<file path="config.mk">
export PLATFORM = sky130hd
export DESIGN_NAME = matrix_scan_ctrl_flat
export DESIGN_NICKNAME = d
export VERILOG_FILES = /design/src/rtl/matrix_scan_ctrl_if.sv /design/src/rtl/matrix_scan_ctrl.sv /design/src/flat_wrapper.sv
export SDC_FILE = /design/constraint.sdc
export NUM_CORES = 1
export LEC_CHECK = 0
export ABC_AREA = 1
export CORE_MARGIN = 4
export CORE_UTILIZATION = 35
export DETAILED_ROUTE_END_ITERATION = 6
export MAX_ROUTING_LAYER = met4
export SETUP_SLACK_MARGIN = 0.3
export SLEW_MARGIN = 20
export SYNTH_ARGS = -nofsm -noshare
export SYNTH_HDL_FRONTEND = slang
export SYNTH_SLANG_ARGS = --single-unit
</file>
<file path="constraint.sdc">
create_clock -name clk -period 2.5 [get_ports clk]
set_clock_uncertainty 0.1 [all_clocks]
set_input_delay 0.5 -clock clk [delete_from_list [all_inputs] [get_ports clk]]
set_output_delay 0.5 -clock clk [all_outputs]
set_load 0.01 [all_outputs]
</file>
<file path="src/rtl/matrix_scan_ctrl_if.sv">
// Host-side port bundle of the matrix scan controller: back-buffer writes and
// the frame swap handshake.
interface matrix_scan_ctrl_if;
    logic       wr_en;
    logic       wr_color;
    logic [2:0] wr_row;
    logic [7:0] wr_data;
    logic       wr_ready;
    logic       swap_req;
    logic       swap_ack;

    modport master (
        output wr_en,
        output wr_color,
        output wr_row,
        output wr_data,
        output swap_req,
        input  wr_ready,
        input  swap_ack
    );

    modport slave (
        input  wr_en,
        input  wr_color,
        input  wr_row,
        input  wr_data,
        input  swap_req,
        output wr_ready,
        output swap_ack
    );
endinterface

</file>
<file path="src/rtl/matrix_scan_ctrl.sv">
// Double-buffered 8x8 bicolor LED matrix scanner: shifts each (row, color) slot
// out serially, latches it, then lights it for a fixed dwell time.
module matrix_scan_ctrl #(
    parameter int CLK_DIV = 1350,
    parameter int DWELL   = 8192
) (
    input  logic                clk,
    input  logic                rst_n,
    matrix_scan_ctrl_if.slave   host,
    output logic                ser_data,
    output logic                sh_clk,
    output logic                st_clk,
    output logic [2:0]          row_sel,
    output logic                col_red_n,
    output logic                col_green_n,
    output logic                frame_start
);

    localparam int CNT_MAX = (CLK_DIV > DWELL) ? CLK_DIV : DWELL;
    localparam int CNT_W   = (CNT_MAX > 1) ? $clog2(CNT_MAX) : 1;
    localparam logic [CNT_W-1:0] DIV_LAST   = CNT_W'(CLK_DIV - 1);
    localparam logic [CNT_W-1:0] DWELL_LAST = CNT_W'(DWELL - 1);

    typedef enum logic [1:0] {SHIFT, LATCH, DISPLAY} state_t;

    state_t           state, state_nx;
    logic [CNT_W-1:0] cnt, cnt_nx;
    logic [3:0]       half, half_nx;
    logic [3:0]       slot, slot_nx;
    logic             started;
    logic             buf_sel, buf_sel_nx;
    logic             frame_end;
    logic             swap_now;
    logic             wr_fire;
    logic [7:0]       row_bits;
    logic [2:0]       bit_idx;

    // fb[buffer][{row, color}]; buf_sel names the front buffer
    logic [7:0] fb [2][16];

    // Position of the next cycle; slot = {row, color}, half = sh_clk half-period index
    always_comb begin
        state_nx  = state;
        cnt_nx    = cnt + 1'b1;
        half_nx   = half;
        slot_nx   = slot;
        frame_end = 1'b0;
        if (!started) begin
            state_nx = SHIFT;
            cnt_nx   = '0;
            half_nx  = '0;
            slot_nx  = '0;
        end else begin
            case (state)
                SHIFT: begin
                    if (cnt == DIV_LAST) begin
                        cnt_nx = '0;
                        if (half == 4'd15) state_nx = LATCH;
                        else               half_nx  = half + 1'b1;
                    end
                end
                LATCH: begin
                    if (cnt == DIV_LAST) begin
                        cnt_nx   = '0;
                        state_nx = DISPLAY;
                    end
                end
                DISPLAY: begin
                    if (cnt == DWELL_LAST) begin
                        cnt_nx    = '0;
                        state_nx  = SHIFT;
                        half_nx   = '0;
                        slot_nx   = slot + 1'b1;
                        frame_end = (slot == 4'd15);
                    end
                end
                default: begin
                    state_nx = SHIFT;
                    cnt_nx   = '0;
                    half_nx  = '0;
                    slot_nx  = '0;
                end
            endcase
        end

        swap_now   = frame_end & host.swap_req;
        buf_sel_nx = buf_sel ^ swap_now;
        wr_fire    = host.wr_en & host.wr_ready;
        bit_idx    = 3'd7 - half_nx[3:1];

        // A write landing on the swap edge goes into what becomes the front buffer
        row_bits = fb[buf_sel_nx][slot_nx];
        if (wr_fire && ((~buf_sel) == buf_sel_nx) && ({host.wr_row, host.wr_color} == slot_nx))
            row_bits = host.wr_data;
    end

    // Scan FSM, frame buffers and all outputs registered for the upcoming cycle
    always_ff @(posedge clk) begin
        if (!rst_n) begin
            state         <= SHIFT;
            cnt           <= '0;
            half          <= '0;
            slot          <= '0;
            started       <= 1'b0;
            buf_sel       <= 1'b0;
            for (int b = 0; b < 2; b++)
                for (int a = 0; a < 16; a++)
                    fb[b][a] <= '0;
            ser_data      <= 1'b0;
            sh_clk        <= 1'b0;
            st_clk        <= 1'b0;
            row_sel       <= '0;
            col_red_n     <= 1'b1;
            col_green_n   <= 1'b1;
            frame_start   <= 1'b0;
            host.swap_ack <= 1'b0;
            host.wr_ready <= 1'b0;
        end else begin
            state         <= state_nx;
            cnt           <= cnt_nx;
            half          <= half_nx;
            slot          <= slot_nx;
            started       <= 1'b1;
            buf_sel       <= buf_sel_nx;
            if (wr_fire)
                fb[~buf_sel][{host.wr_row, host.wr_color}] <= host.wr_data;
            ser_data      <= (state_nx == SHIFT) ? row_bits[bit_idx] : 1'b0;
            sh_clk        <= (state_nx == SHIFT) && half_nx[0];
            st_clk        <= (state_nx == LATCH);
            row_sel       <= slot_nx[3:1];
            col_red_n     <= !((state_nx == DISPLAY) && !slot_nx[0]);
            col_green_n   <= !((state_nx == DISPLAY) &&  slot_nx[0]);
            frame_start   <= !started || frame_end;
            host.swap_ack <= swap_now;
            host.wr_ready <= !swap_now;
        end
    end

endmodule

</file>
<file path="src/flat_wrapper.sv">
// flat-port wrapper written by rule: the top's interface ports become plain ports
module matrix_scan_ctrl_flat 
#(
    parameter int CLK_DIV = 1350,
    parameter int DWELL   = 8192
)
  (clk, rst_n, ser_data, sh_clk, st_clk, row_sel, col_red_n, col_green_n, frame_start, host_wr_en, host_wr_color, host_wr_row, host_wr_data, host_swap_req, host_wr_ready, host_swap_ack);
  matrix_scan_ctrl_if host_i ();
  input  logic clk;
  input  logic rst_n;
  output logic ser_data;
  output logic sh_clk;
  output logic st_clk;
  output logic [2:0] row_sel;
  output logic col_red_n;
  output logic col_green_n;
  output logic frame_start;
  input wire logic [$bits(host_i.wr_en)-1:0] host_wr_en;
  input wire logic [$bits(host_i.wr_color)-1:0] host_wr_color;
  input wire logic [$bits(host_i.wr_row)-1:0] host_wr_row;
  input wire logic [$bits(host_i.wr_data)-1:0] host_wr_data;
  input wire logic [$bits(host_i.swap_req)-1:0] host_swap_req;
  output wire logic [$bits(host_i.wr_ready)-1:0] host_wr_ready;
  output wire logic [$bits(host_i.swap_ack)-1:0] host_swap_ack;
  assign host_i.wr_en = host_wr_en;
  assign host_i.wr_color = host_wr_color;
  assign host_i.wr_row = host_wr_row;
  assign host_i.wr_data = host_wr_data;
  assign host_i.swap_req = host_swap_req;
  assign host_wr_ready = host_i.wr_ready;
  assign host_swap_ack = host_i.swap_ack;
  matrix_scan_ctrl #(.CLK_DIV(CLK_DIV), .DWELL(DWELL)) u_core (.clk(clk), .rst_n(rst_n), .host(host_i), .ser_data(ser_data), .sh_clk(sh_clk), .st_clk(st_clk), .row_sel(row_sel), .col_red_n(col_red_n), .col_green_n(col_green_n), .frame_start(frame_start));
endmodule
</file>
==> reports/metrics.yaml, run 1 <==
outcome: "complete, but fails checks"
violations: "setup timing"
critPathMaxFanout: 7
p_int_w: 0.00860
maxCapViolCount: 0
drt-vias-per-instance: 5.25
cts_buffers: 35
rsz0062_at_grt: "true"
power.share.switching_pct: 21.8
tritoncts: "yes"
ff2ff_path_depth: 22
ys_ff_latch: 289
portBuffers: 26
synthArstFlopShare_pct: 0
fillerInstances: 3585
cts_max_level: 2
comb_power_share_pct: 4.9
ys_types: 42
cp.arrival_ns: 3.07
overflow: 0
synth_cells: 1498
path_common_cell: "nand2_1"
crit_path_end_kind: "register"
syn_area_um2: 13900
worstHoldEndpoint: "u_core.slot[1]"
r2r_slack_ns: -0.26
io_pins: 27
fmax_ghz: 0.362
dpl_cell_area_um2: 16100
die_height_um: 208
setup_viol: 1
grt_pass1_wl_mm: 67.8
worst_pin_slew_ns: 0.642
row_count: 72
wirelength_mm: 46.4
hpwl_mm: 29.0
total_leakage_power_nw: 7.55
clk_latency_ns: 0.52
vias: 11700
track_usage_pct: 20.7
cp_slowest_stage_delay_ns: 0.35
drv_slew: 0
clk_pin_slew_worst_paths_ns: 0.06
synth_area_per_cell_um2: 9.30
layout.cells.most_common: "nand2_1"
final_cell_area_um2: 18400
die_area_um2: 43100
wl_per_cell_um: 20.8
power_density_nw_per_um2: 599
ant_nets: 0
drive_above_1_share_pct: 22.5
seqPwrFrac_pct: 49.9
insertedDiodeCount: 0
mostFrequentLayoutCells: "277 x nand2_1, 256 x edfxtp_1, 195 x inv_1"
r2r_start: "u_core.cnt[0]"
clock-sinks: 289
finalCritPeriodShare_pct: 110
syn_nets: 1518
p_switching_w: 0.00239
grt_pass1_vias: 11300
firstDrtPassIters: 6
synth_seq_area_share_pct: 59.9
r2r_end: "u_core.ser_data"
hold_viol: 0
drc_errors: 0
final_net_count: 1713
hold_class: "input pin to register"
die_x_um: 208
min_period_ns: 2.76
start_kind: "register"
area_growth_pct: 31.7
whs_path_depth: 4
place.gp.congestion: 0.991
stdcell_count: 2235
yosys_warnings: 0
cp.required_ns: 2.81
crit_slowest_cell: "dfxtp_2"
slew_headroom_pct: 57.2
path_class: "register to register"
worstPathCellList: "ha_4, nand2_4, nor2_4, nand2_4, nor2_8, nand4_1, buf_6, nand2_8, clkinv_8, clkbuf_16, nand2_1, nand2_1, nand2_1, nand3_2, nand3_2, nand3_2, nand3_2, nand3_1, nand2_1, nand3_1, nand2_1, nor2_1"
grt_start_max_net_pins: 39
clk_path_buf_depth: 3
vdd_drop_max_mv: 0.382
coreArea_um2: 39000
drtIter0Drc: 1434
start_util_pct: 35.7
antenna_found_initial: 0
root_buffer: "clkbuf_16"
dp_cells: 2145
setup_ws_ns: -0.261
synth_edf_count: 256
hp-start: "rst_n"
ys.flop_type: "edfxtp_1"
crit_start: "u_core.cnt[0]"
hold_buffers: 0
clkPwrFrac_pct: 45.2
how the worst max path moves through the flow:
stage	to	depth (start not counted)
detailed placement	u_core.ser_data	17
global placement	u_core.ser_data	17
finish	u_core.ser_data	22
floorplan	u_core.ser_data	21
CTS	u_core.ser_data	22
global route	u_core.ser_data	21
final cells by class:
cell class	instances	area (um2)	area share, %
clock buffer	42	933	5.09
clock inverter	19	181	0.988
inverter	205	795	4.33
multi-input combinational	927	5010	27.3
sequential	289	8360	45.5
tap	518	648	3.53
timing repair buffer	235	2430	13.3
registers in the layout (all words and copies together) (netlist names), 2 cells and up:
signal        count
u_core.state      2
u_core.cnt       13
u_core.fb       256
u_core.half       4
u_core.slot       4
timing repair:
item / 4_1_cts / 5_1_grt
gates resized for setup: 67 / 82
buffers inserted: 8 / 5
pin swaps: 14 / 43
cloned: 9 / 7
setup endpoints to repair: 3 / 7
worst max-delay path, delay by kind of cell (launching register included):
kind          cells  cell delay, ns
buf+inv           3            0.49
simple gates     18            1.57
flops             1            0.35
fa+ha+maj         1            0.15
cells by family after synthesis:
family / synth area share (%)
flip-flops: 59.9
adder cells (fa/ha/maj): 0.359
AO/OA/AOI/OAI: 2.10
buffers and inverters: 8.53
AND/OR/NAND/NOR: 28.7
XOR/XNOR: 0.440
power by group through the flow:
stage | combinational, W | clock, W | sequential (W)
after floorplan | 0.000254 | 0 | 0.00556
after global placement | 0.000510 | 0 | 0.00557
after detailed placement | 0.000511 | 0 | 0.00558
after CTS | 0.000520 | 0.00503 | 0.00548
after global routing | 0.000577 | 0.00523 | 0.00549
final | 0.000537 | 0.00497 | 0.00548
cell usage after synthesis (6+ instances only):
library cell	n	area (um2)
nand3_1	251	1260
nor2_1	194	728
buf_6	8	90.1
nor3_1	10	50.1
edfxtp_1	256	7690
xor2_1	7	61.3
dfxtp_1	33	661
buf_4	9	67.6
nand4_1	6	37.5
inv_1	196	736
nand3b_1	79	593
clkinv_1	6	22.5
nor4_1	6	37.5
clkbuf_1	31	116
buf_1	8	30.0
nand2_1	301	1130
buf_2	23	115
a21oi_1	24	120
o211ai_1	8	60.1
layer usage:
layer  up-vias  part of all wire [%]  global-route usage [%]
met4         0                   3.6                    6.00
li1       5357                     -                       -
met5         -                     0                       -
met1      5662                    41                    28.2
met3       118                   9.7                    3.67
met2       605                    46                    32.1
metrics by stage:
step	setup WS, ns	setup TNS, ns	power (W)	util [%]	hold slack [ns]
global placement	-0.588	-0.588	0.00608	41.4	0.421
floorplan	0.0839	0	0.00582	-	0.336
detailed placement	-0.573	-1.80	0.00609	41.4	0.433
finish	-0.261	-0.261	0.0110	47.1	0.368
global route	-0.384	-0.384	0.0113	47.1	0.389
CTS	-0.178	-0.178	0.0110	45.6	0.354
Power figures use the tool's default switching activity.
==> inputs of run 2 (changes only) <==
ABC_CLOCK_PERIOD_IN_PS = 2500   (was not set)
==> results of run 2 <==
Final layout, timing and power as in run 1 (identical DEF).
==> inputs of run 3 (changes only) <==
CAP_MARGIN = 10   (was not set)
RECOVER_POWER = 50   (was not set)
SLEW_MARGIN = 0   (was 20)
==> run 3 against run 2 <==
Compared with the run above: the run still ends with setup timing left; power barely moved; register-to-register slack barely moved; worst setup slack improved by 0.0091 ns; largest cell class unchanged; sequential power barely moved; combinational power barely moved; die area did not move; fmax rose by 0.33%; hold slack improved by 0.0017 ns.
==> reports/metrics.yaml, run 3 (synthesis gave the netlist of run 1 again) <==
outcome: "complete, but fails checks"
violations: "setup timing"
preCtsSetupSlack_ns: -0.573
multi_input_area_um2: 5010
total_leakage_power_nw: 7.55
mostFrequentLayoutCells: "277 x nand2_1, 256 x edfxtp_1, 195 x inv_1"
cp_slowest_stage_delay_ns: 0.35
cts_max_level: 2
wl_per_cell_um: 20.7
crit_path_end_kind: "register"
path_common_cell: "nand2_1"
area_growth_pct: 31.7
cp.required_ns: 2.81
maxCapViolCount: 0
tritoncts: "yes"
fmax_ghz: 0.363
setup_viol: 1
hpwl_mm: 29.0
largest_reg_flops: 256
io_pins: 27
drive_above_1_share_pct: 22.5
fillerInstances: 3586
clkPwrFrac_pct: 45.2
grt_pass1_wl_mm: 67.8
insertedDiodeCount: 0
firstDrtPassIters: 7
cts_buffers: 35
ant_nets: 0
worst_pin_slew_ns: 1.25
min_period_ns: 2.75
power_density_nw_per_um2: 599
regMostFlops: "u_core.fb"
final_cell_area_um2: 18400
seqPwrFrac_pct: 49.9
clk_path_buf_depth: 3
portBuffers: 26
clock-sinks: 289
track_usage_pct: 20.7
hold_buffers: 0
vdd_drop_max_mv: 0.383
die_x_um: 208
antenna_found_initial: 0
overflow: 0
p_switching_w: 0.00239
cp.arrival_ns: 3.06
vias: 11700
power_w: 0.0110
coreArea_um2: 39000
fin_tns_setup_ns: -0.252
hold_class: "input pin to register"
path_buf_inv: 3
place.gp.congestion: 0.991
p_int_w: 0.00860
dpl_cell_area_um2: 16100
ff_latch_area_um2: 8360
rsz0062_at_grt: "true"
slew_headroom_pct: 17.0
critPathTopFamily: "simple AND/OR/NAND/NOR gates"
root_buffer: "clkbuf_16"
power.share.switching_pct: 21.8
critPathMaxFanout: 7
die_height_um: 208
drt-vias-per-instance: 5.25
start_util_pct: 35.7
path_class: "register to register"
reg_top3: "u_core.fb (256), u_core.cnt (13)"
finalCritPeriodShare_pct: 110
start_kind: "register"
die_area_um2: 43100
setup_ws_ns: -0.252
grt_pass1_vias: 11300
grt_start_max_net_pins: 39
crit_slowest_cell: "dfxtp_2"
drc_errors: 0
comb_power_share_pct: 4.9
worstPathCellList: "ha_4, nand2_4, nor2_4, nand2_4, nor2_8, nand4_1, buf_6, nand2_8, clkinv_8, clkbuf_16, nand2_1, nand2_1, nand2_1, nand3_2, nand3_2, nand3_2, nand3_2, nand3_1, nand2_1, nand3_1, nand2_1, nor2_1"
layout.cells.most_common: "nand2_1"
drtIter0Drc: 1431
wirelength_mm: 46.4
drv_slew: 0
final_net_count: 1713
hold_viol: 0
row_count: 72
clk_pin_slew_worst_paths_ns: 0.06
clk_latency_ns: 0.53
[run 3: cell types whose count changed in the layout (fill, tap and decap cells not counted)]
cell / before / now
buf_4: 159 / 158
clkbuf_2: 0 / 1
[run 3: through the flow]
stage                     instances  utilization [%]  hold slack (ns)
after global placement         2145             41.4            0.421
final                          2235             47.0            0.370
after global routing           2235             47.0            0.389
after floorplan                1498                -            0.336
after CTS                      2223             45.6            0.354
after detailed placement       2145             41.4            0.433
[run 3: cell type report]
class	instances	share of cell area [%]
clock buffers	42	5.09
clock inverters	19	0.989
inverters	205	4.33
multi-input cells	927	27.3
flip-flops and latches	289	45.5
well taps	518	3.53
repair buffers	235	13.2
[run 3: power groups by stage]
stage	Sequential [W]	Combinational (W)	Clock (W)
2_1_floorplan	0.00556	0.000254	0
3_3_place_gp	0.00557	0.000510	0
3_5_place_dp	0.00558	0.000511	0
4_1_cts	0.00548	0.000520	0.00503
5_1_grt	0.00549	0.000577	0.00523
6_report	0.00548	0.000537	0.00497
[run 3: metal layers]
metal	global-route usage [%]	part of all wire [%]	vias up
li1	-	-	5358
met2	32.1	45	644
met1	28.2	41	5600
met5	-	0	-
met3	3.67	9.9	130
met4	6.00	4.0	0
[run 3: timing repair]
item	CTS	global route
pin swaps	14	43
gates resized for setup	67	82
setup endpoints to repair	3	7
cloned	9	7
setup buffers	8	5
[run 3: path summary, 6_finish.rpt]
check / start / endpoint / cells after the start / slack, ns
worst max-delay path: u_core.cnt[0] / u_core.ser_data / 22 / -0.25
worst min-delay path: rst_n / u_core.slot[1] / 4 / 0.37
worst max register to register: u_core.cnt[0] / u_core.ser_data / 22 / -0.25
worst min register to register: u_core.cnt[0] / u_core.cnt[0] / 2 / 0.45
[run 3: tightest hold or removal path, delay by kind of cell]
family	cells	cell delay (ns)
buf+inv	3	0.38
simple gates	1	0.06
